File: config.mk
export PLATFORM = sky130hd
export DESIGN_NAME = mul_seq_ctrl
export DESIGN_NICKNAME = d
export VERILOG_FILES = /design/src/rtl/mul_seq_ctrl.sv
export SDC_FILE = /design/constraint.sdc
export NUM_CORES = 1
export LEC_CHECK = 0
export CORE_UTILIZATION = 58
export CTS_BUF_LIST = sky130_fd_sc_hd__clkbuf_16
export DETAILED_ROUTE_END_ITERATION = 12
export GPL_TIMING_DRIVEN = 0
export HOLD_SLACK_MARGIN = 0.02
export PLACE_DENSITY = 0.95
export SYNTH_ARGS = -nofsm -noshare
export SYNTH_HDL_FRONTEND = slang
export SYNTH_SLANG_ARGS = --single-unit
File: constraint.sdc
create_clock -name clk -period 5.3 [get_ports clk]
set_clock_uncertainty 0.05 [all_clocks]
set_input_delay 0.53 -clock clk [delete_from_list [all_inputs] [get_ports clk]]
set_output_delay 0.53 -clock clk [all_outputs]
set_load 0.01 [all_outputs]
File: src/rtl/mul_seq_ctrl.sv
// mul_seq_ctrl: sequencer for an iterative shift-add multiplier in the EX stage.
// Captures the operands on issue, accumulates BITS_PER_CYCLE multiplier bits per
// cycle for WIDTH/BITS_PER_CYCLE cycles, stalls the front of the pipeline while
// busy, then presents the low WIDTH bits of the product for one writeback cycle.
module mul_seq_ctrl #(
   parameter int WIDTH          = 32,
   parameter int BITS_PER_CYCLE = 1
) (
   input  logic             clk,
   input  logic             rst,
   input  logic             start_i,
   input  logic             flush_i,
   input  logic [WIDTH-1:0] rd_value_i,
   input  logic [WIDTH-1:0] src_i,
   input  logic [3:0]       rd_addr_i,
   output logic             stall_o,
   output logic             busy_o,
   output logic             done_o,
   output logic             wb_en_o,
   output logic [3:0]       rd_addr_o,
   output logic [WIDTH-1:0] result_o,
   output logic             zero_flag_o,
   output logic             neg_flag_o
);

   localparam int N     = WIDTH / BITS_PER_CYCLE;
   localparam int CNT_W = $clog2(N) + 1;

   typedef enum logic [1:0] {
      IDLE = 2'd0,
      RUN  = 2'd1,
      DONE = 2'd2
   } state_t;

   state_t             state;
   logic [WIDTH-1:0]   mcand;
   logic [WIDTH-1:0]   mplier;
   logic [WIDTH-1:0]   acc;
   logic [CNT_W-1:0]   cnt;
   logic [3:0]         rd_q;

   logic               accept;
   logic [WIDTH-1:0]   step_pp;

   // A new operation is taken whenever the sequencer is not running and no flush
   // is cancelling the issuing instruction.
   assign accept = (state != RUN) && start_i && !flush_i;

   // Partial product for the multiplier bits consumed this step, kept to WIDTH bits
   // since only the low half of the full product is ever returned.
   always_comb begin
      // NOTE: give every always_comb target a default first so no path can infer a latch.
      step_pp = '0;
      step_pp = mcand * WIDTH'(mplier[BITS_PER_CYCLE-1:0]);
   end

   // Control state machine and shift-add datapath.
   always_ff @(posedge clk or negedge rst) begin
      // NOTE: sequential state uses non-blocking assignments only, so every register
      // samples the pre-edge values of the others regardless of statement order.
      if (!rst) begin
         state  <= IDLE;
         mcand  <= '0;
         mplier <= '0;
         acc    <= '0;
         cnt    <= '0;
         rd_q   <= '0;
      end else begin
         case (state)
            IDLE, DONE: begin
               if (accept) begin
                  mcand  <= rd_value_i;
                  mplier <= src_i;
                  acc    <= '0;
                  cnt    <= CNT_W'(N);
                  rd_q   <= rd_addr_i;
                  state  <= RUN;
               end else begin
                  state  <= IDLE;
               end
            end
            RUN: begin
               if (flush_i) begin
                  // Abort: result and destination stay as they were, no writeback.
                  state <= IDLE;
               end else begin
                  acc    <= acc + step_pp;
                  mcand  <= mcand << BITS_PER_CYCLE;
                  mplier <= mplier >> BITS_PER_CYCLE;
                  cnt    <= cnt - CNT_W'(1);
                  if (cnt == CNT_W'(1)) begin
                     state <= DONE;
                  end
               end
            end
            default: state <= IDLE;
         endcase
      end
   end

   // Stall covers the issue cycle as well as every RUN cycle, so the pipeline only
   // advances again in the DONE cycle when the result is written back.
   assign stall_o     = accept || (state == RUN);
   assign busy_o      = (state == RUN);
   assign done_o      = (state == DONE);
   assign wb_en_o     = (state == DONE);
   assign result_o    = acc;
   assign rd_addr_o   = rd_q;
   assign zero_flag_o = (acc == '0);
   assign neg_flag_o  = acc[WIDTH-1];

endmodule

==> results.yml, run 1 <==
worst_setup_path:
  arrival_ns: 3.68
  max_stage_delay_ns: 0.52
  crit_path_top_delay_cell: "o21ai_0"
  worst-path-buf-inv: 1
  reg2reg_to: "result_o[28]"
  ff2ff_path_depth: 11
  cp_max_fo: 10
  crit_required_ns: 5.45
  crit_type: "flip-flop to flip-flop"
  r2r_slack_ns: 1.77
  rr_startpoint: "mplier[0]"
  start_kind: "flip-flop"
  crit_family: "compound AO/OA/AOI/OAI gates"
  crit_chain: "clkbuf_1 -> and2_1 -> ha_1 -> o21a_1 -> o31a_1 -> nor3_2 -> o21ai_2 -> o21ai_0 -> o21ai_0 -> o2111ai_1 -> o311ai_0"
  cp-end-kind: "flip-flop"
  cpMostUsedCell: "o21ai_0"
sta:
  timing.final.hold_violations: 0
  worst_slew_pin_slew_ns: 0.8666
  fin_crit_sh_pct: 66.58
  finalWorstSetupSlack_ns: 1.772
  drv_slew: 0
  min_period_ns: 3.528
  slew_headroom_pct: 42.23
  hold_ws_ns: 0.1306
  max_freq_ghz: 0.2834
  rsz0062_at_grt: "no"
  setup_violations: 0
place:
  gp_congestion: 0.9333
  hpwl_um: 12440
  io_buffers: 113
  dp_slack_ns: 1.904
clock_tree:
  cts_buffers: 9
  htree_levels: 3
  cts_setup_buffers: 0
  worstSkewPairLatency_ns: 0.35
  path_clk_slew_ns: 0.08
  tritoncts: "yes"
  cts_resized: 0
  cts_root_buf: "clkbuf_16"
  clkSinkCount: 108
  hold_buffers: 0
  clockBufferDepth: 2
logic_synthesis:
  synth_edf_count: 0
  netlist_area_mm2: 0.006442
  synthDistinctLibCells: 59
  synthArstFlopShare_pct: 100.0
  netlist_instances: 723
  synthesis.nets: 829
  yosysSeqAreaShare_pct: 41.95
  yosys_warnings: 0
  ys_ff_latch: 108
  synth-main-ff-cell: "dfrtp_1"
  syn_avg_cell_area_um2: 8.911
floorplan:
  ioPinCount: 114
  dieArea_mm2: 0.01153
  rows: 38
  fp.dieH_um: 107.4
  die_x_um: 107.4
  core_mm2: 0.01084
  start_util_pct: 59.43
power:
  p_leak_uw: 0.003784
  power.switching_uw: 1410
  peakVddDrop_mv: 0.2881
  clkPwrFrac_pct: 19.9
  pwr-share-seq_pct: 38.4
  p_int_uw: 2105
  p_per_area_mw_per_mm2: 434.5
  finalPower_uw: 3515
  combPwrFrac_pct: 41.6
  p_sw_share_pct: 40.11
job:
  max_cap_viol_count: 0
global_routing:
  antenna_found_initial: 0
  grt_max_degree: 65
  grt.overflow.total: 0
  grt_use_total_pct: 31.17
  grt_pass1_vias: 5913
  grt_first_pass_wirelength_um: 28000
status:
  status: "finished clean"
cells_and_area:
  area_growth_pct: 25.58
  fillers: 763
  num_antenna_cells: 0
  drive_gt1_share_pct: 3.517
  nNetsFinal: 954
route:
  wl_per_cell_um: 17.42
  drt_iter0_drc: 423
  via_per_inst: 6.074
  drt-total-wl_um: 17300
  drtAntennaViolNets: 0
  dr.pass1.iters: 5
  via_count: 6031
  drc: 0
worst_hold_path:
  hold_class: "input pin to async pin"
-- metal layers --
metal / share of wire (%) / wire length (um) / global-route usage, %
met3: 7.3 / 1268 / 7.264
met4: 3.0 / 515 / 13.80
met2: 48 / 8359 / 51.34
met1: 41 / 7154 / 39.13
met5: 0 / 0 / 0
-- power by group through the flow --
stage | Combinational [uW] | Sequential, uW | Clock (uW)
after global placement | 1370 | 1340 | 0
after CTS | 1450 | 1340 | 708
after global routing | 1600 | 1380 | 744
final | 1460 | 1350 | 701
after detailed placement | 1430 | 1350 | 0
after floorplan | 881 | 1320 | 0
-- how the worst max path moves through the flow --
stage          slack [ns]      start  cells past startpoint           end
2_1_floorplan        2.43  mplier[0]                     12  result_o[30]
3_3_place_gp        -0.40        rst                      1  result_o[26]
3_5_place_dp         1.90  mplier[0]                     11  result_o[28]
4_1_cts              1.83  mplier[0]                     10  result_o[28]
5_1_grt              1.61  mplier[0]                     11  result_o[28]
6_report             1.77  mplier[0]                     11  result_o[28]
-- cells by family after synthesis --
family / after synthesis / share of synthesized area [%]
buffers and inverters: 56 / 3.399
adders and majority gates: 34 / 6.720
xor gates and xnor gates: 24 / 3.263
muxes: 41 / 6.370
AOI/OAI and AO/OA: 201 / 19.71
and+or+nand+nor: 259 / 18.59
DFF: 108 / 41.95
-- cells in the final DEF, fill, tap and decap left out, types with 10 or more instances in the layout --
cell type,n
a21o_1,12
a21oi_1,32
a22oi_1,23
and2_1,31
clkbuf_1,30
clkdlybuf4s50_1,112
dfrtp_1,108
ha_1,33
inv_1,18
mux2i_1,41
nand2_1,149
nor2_1,19
nor4_1,10
o21ai_0,80
xnor2_1,15
-- Yosys cell counts (5+ instances only) --
cell | number | area (um^2)
nand2_1 | 149 | 559.3
dfrtp_1 | 108 | 2703
o21ai_0 | 80 | 400.4
mux2i_1 | 41 | 410.4
ha_1 | 33 | 412.9
a21oi_1 | 32 | 160.2
and2_1 | 31 | 193.9
clkbuf_1 | 30 | 112.6
a22oi_1 | 23 | 172.7
nor2_1 | 19 | 71.32
inv_1 | 18 | 67.56
xnor2_1 | 15 | 131.4
a21o_1 | 12 | 90.09
nor4_1 | 10 | 62.56
nand3_1 | 9 | 45.04
xor2_1 | 9 | 78.83
nor3_1 | 8 | 40.04
nand2b_1 | 7 | 43.79
nand4_1 | 6 | 37.54
o211ai_1 | 6 | 45.04
a211oi_1 | 5 | 37.54
buf_1 | 5 | 18.77
o21bai_1 | 5 | 37.54
-- worst register-to-register path, cell delays in order (launching register included) --
cell and delay (ns):
dfrtp_1 0.47, clkbuf_1 0.38, and2_1 0.23, ha_1 0.27, o21a_1 0.22, o31a_1 0.15, nor3_2 0.23, o21ai_2 0.15
o21ai_0 0.53, o21ai_0 0.31, o2111ai_1 0.23, o311ai_0 0.17
-- sequential cells by signal, summed over array words and instances, names as in the netlist --
name and flops:
result_o 32, mplier 32, cnt 6, rd_addr_o 4, mcand 32, state 2
-- final cells by class --
cell class / instances / area, um^2 / share of cell area, %
inverters: 18 / 67.56 / 0.8351
multi-input cells: 559 / 3521 / 43.52
plain buffers: 38 / 151.4 / 1.871
flip-flops and latches: 108 / 2703 / 33.41
clock buffers: 9 / 225.2 / 2.784
clock inverters: 7 / 91.34 / 1.129
repair buffers: 114 / 1156 / 14.29
well taps: 140 / 175.2 / 2.165
-- stage by stage --
| stage | utilization [%] | setup TNS (ns) | cell area [um^2] | std cells |
|---|---|---|---|---|
| 2_1_floorplan | - | 0 | 6442 | 723 |
| 3_3_place_gp | 71.48 | -42.61 | 7749 | 976 |
| 3_5_place_dp | 71.71 | 0 | 7774 | 977 |
| 4_1_cts | 74.63 | 0 | 8090 | 993 |
| 5_1_grt | 74.63 | 0 | 8090 | 993 |
| 6_report | 74.63 | 0 | 8090 | 993 |
(Power assumes the default switching activity.)
==> run 2: changes to the inputs <==
- CORE_UTILIZATION: 58 -> 48
- PLACE_DENSITY: 0.95 -> 0.87
- clock period: 5.3 -> 3.2 ns (I/O delays scaled with it)
==> run 2 against run 1 <==
Die area up 20%. First-iteration DRC count is 13% higher. Sequential share of layout area is 0.30 points lower. Global-route usage is 5.6 points lower. Total power is 64% higher. Hold slack got worse by 0.13 ns. Utilization is 11 points lower. Count of clock-buffer cells in the layout did not move.
==> results.yml, run 2 (same netlist as run 1, synthesis figures left out) <==
cells_and_area:
  final_area_mm2: 0.008168
  final_common_cell: "nand2_1"
  num_antenna_cells: 0
  drive_gt1_share_pct: 5.504
  final_cell_mix: "nand2_1 (149), clkdlybuf4s50_1 (112), dfrtp_1 (107), o21ai_0 (78), mux2i_1 (41)"
  area_growth_pct: 26.78
  nNetsFinal: 956
global_routing:
  grt_use_total_pct: 25.53
  use_met1_pct: 32.75
  grt_first_pass_wirelength_um: 28490
  grt_use_met2_pct: 42.24
  met3_usage_pct: 5.862
  grt.overflow.total: 0
  grt_pass1_vias: 5894
  grt_max_degree: 61
  antenna_found_initial: 0
  grt.busiest_layer: "met2"
worst_setup_path:
  crit_chain: "clkbuf_4 -> and2_1 -> ha_2 -> a21o_1 -> a21o_1 -> a21oi_2 -> o21ai_2 -> a31o_1 -> o311a_1 -> or3_1 -> a32o_1"
  cp_max_fo: 10
  crit_family: "compound AO/OA/AOI/OAI gates"
  arrival_ns: 3.24
  cp-end-kind: "flip-flop"
  crit_path_top_delay_cell: "dfrtp_2"
  ff2ff_path_depth: 11
  max_stage_delay_ns: 0.46
  r2r_slack_ns: 0.17
  crit_required_ns: 3.41
  crit_cells: 11
  crit_type: "flip-flop to flip-flop"
  worst-path-buf-inv: 1
  start_kind: "flip-flop"
  cpMostUsedCell: "a21o_1"
route:
  via_per_inst: 5.727
  drc: 0
  drt-total-wl_um: 17120
  drt_iter0_drc: 477
  drtAntennaViolNets: 0
  via_count: 5876
  dr.pass1.iters: 5
  wl_per_cell_um: 16.68
power:
  p_per_area_mw_per_mm2: 706.3
  p_leak_uw: 0.003783
  peakVddDrop_mv: 0.3960
sta:
  hold_ws_ns: 0.005025
  timing.final.hold_violations: 0
  worst_slew_pin_slew_ns: 0.8249
  setup_violations: 0
  min_period_ns: 3.034
  rsz0062_at_grt: "no"
  drv_slew: 0
  max_freq_ghz: 0.3296
  slew_headroom_pct: 45.01
  fin_crit_sh_pct: 94.81
clock_tree:
  path_clk_slew_ns: 0.08
  cts_root_buf: "clkbuf_16"
  tritoncts: "yes"
  htree_levels: 3
  worstSkewPairLatency_ns: 0.37
  hold_buffers: 0
  clockBufferDepth: 2
  clkSinkCount: 108
  cts_buffers: 9
job:
  max_cap_viol_count: 0
floorplan:
  rows: 41
  ioPinCount: 114
  fp.dieH_um: 117.9
  start_util_pct: 50.03
  dieArea_mm2: 0.01389
  core_mm2: 0.01288
  die_x_um: 117.9
worst_hold_path:
  hold_class: "input pin to async pin"
status:
  status: "finished clean"
place:
  gp_congestion: 0.9154
  io_buffers: 113
  hpwl_um: 12520
  dpl_cell_area_mm2: 0.007814
run 2: cell count changes in the layout (fill, tap and decap cells not counted), moves of 3 or more:
cell	before	now
a21oi_1	32	29
a21oi_2	0	3
buf_4	3	6
clkbuf_1	30	25
clkinv_8	3	0
ha_1	33	29
ha_2	0	3
run 2: layout make-up:
type / count / area [um^2]
multi-input cells: 559 / 3568
plain buffers: 37 / 155.1
repair buffers: 117 / 1179
clock inverters: 6 / 53.80
fillers: 1060 / 4708
clock buffers: 9 / 225.2
well taps: 172 / 215.2
inverters: 18 / 67.56
flip-flops and latches: 108 / 2704
run 2: per-stage QoR:
stage	worst slack, ns	power [uW]	setup TNS, ns	cells	utilization (%)
finish	0.1661	5769	0	1026	63.43
global route	0.008639	6146	0	1026	63.43
CTS	0.01855	5728	0	1023	62.84
detailed placement	-0.1063	4610	-0.3387	1009	60.68
global placement	-2.412	4510	-259.57	1008	60.49
floorplan	0.3290	3647	0	723	-
run 2: path summary, 6_finish.rpt:
| kind | start | end |
|---|---|---|
| max in group asynchronous | rst | mplier[0] |
| worst min register to register | mplier[1] | mplier[1] |
| worst max-delay path | mplier[0] | result_o[30] |
| min in group clk | rd_addr_i[1] | rd_addr_o[1] |
| worst max register to register | mplier[0] | result_o[30] |
| worst min-delay path | rst | mcand[15] |
run 2: layer usage:
layer  vias up  part of all wire [%]
met5         -                     0
li1       2815                     -
met3        25                   6.1
met1      2843                    43
met4         0                   1.9
met2       193                    49
run 2: timing repair:
item | 4_1_cts | 5_1_grt
setup endpoints to repair | 6 | 14
cloned | 0 | 0
gates resized for setup | 3 | 21
buffers inserted | 0 | 3
pin swaps | 0 | 4
run 2: where the power goes:
group	internal [uW]	switching (uW)	leakage [uW]	total (uW)
logic	1130	1290	0.00226	2420
registers	1810	433	0.00138	2250
clock network	542	567	0.000135	1110
total	3480	2280	0.00378	5770
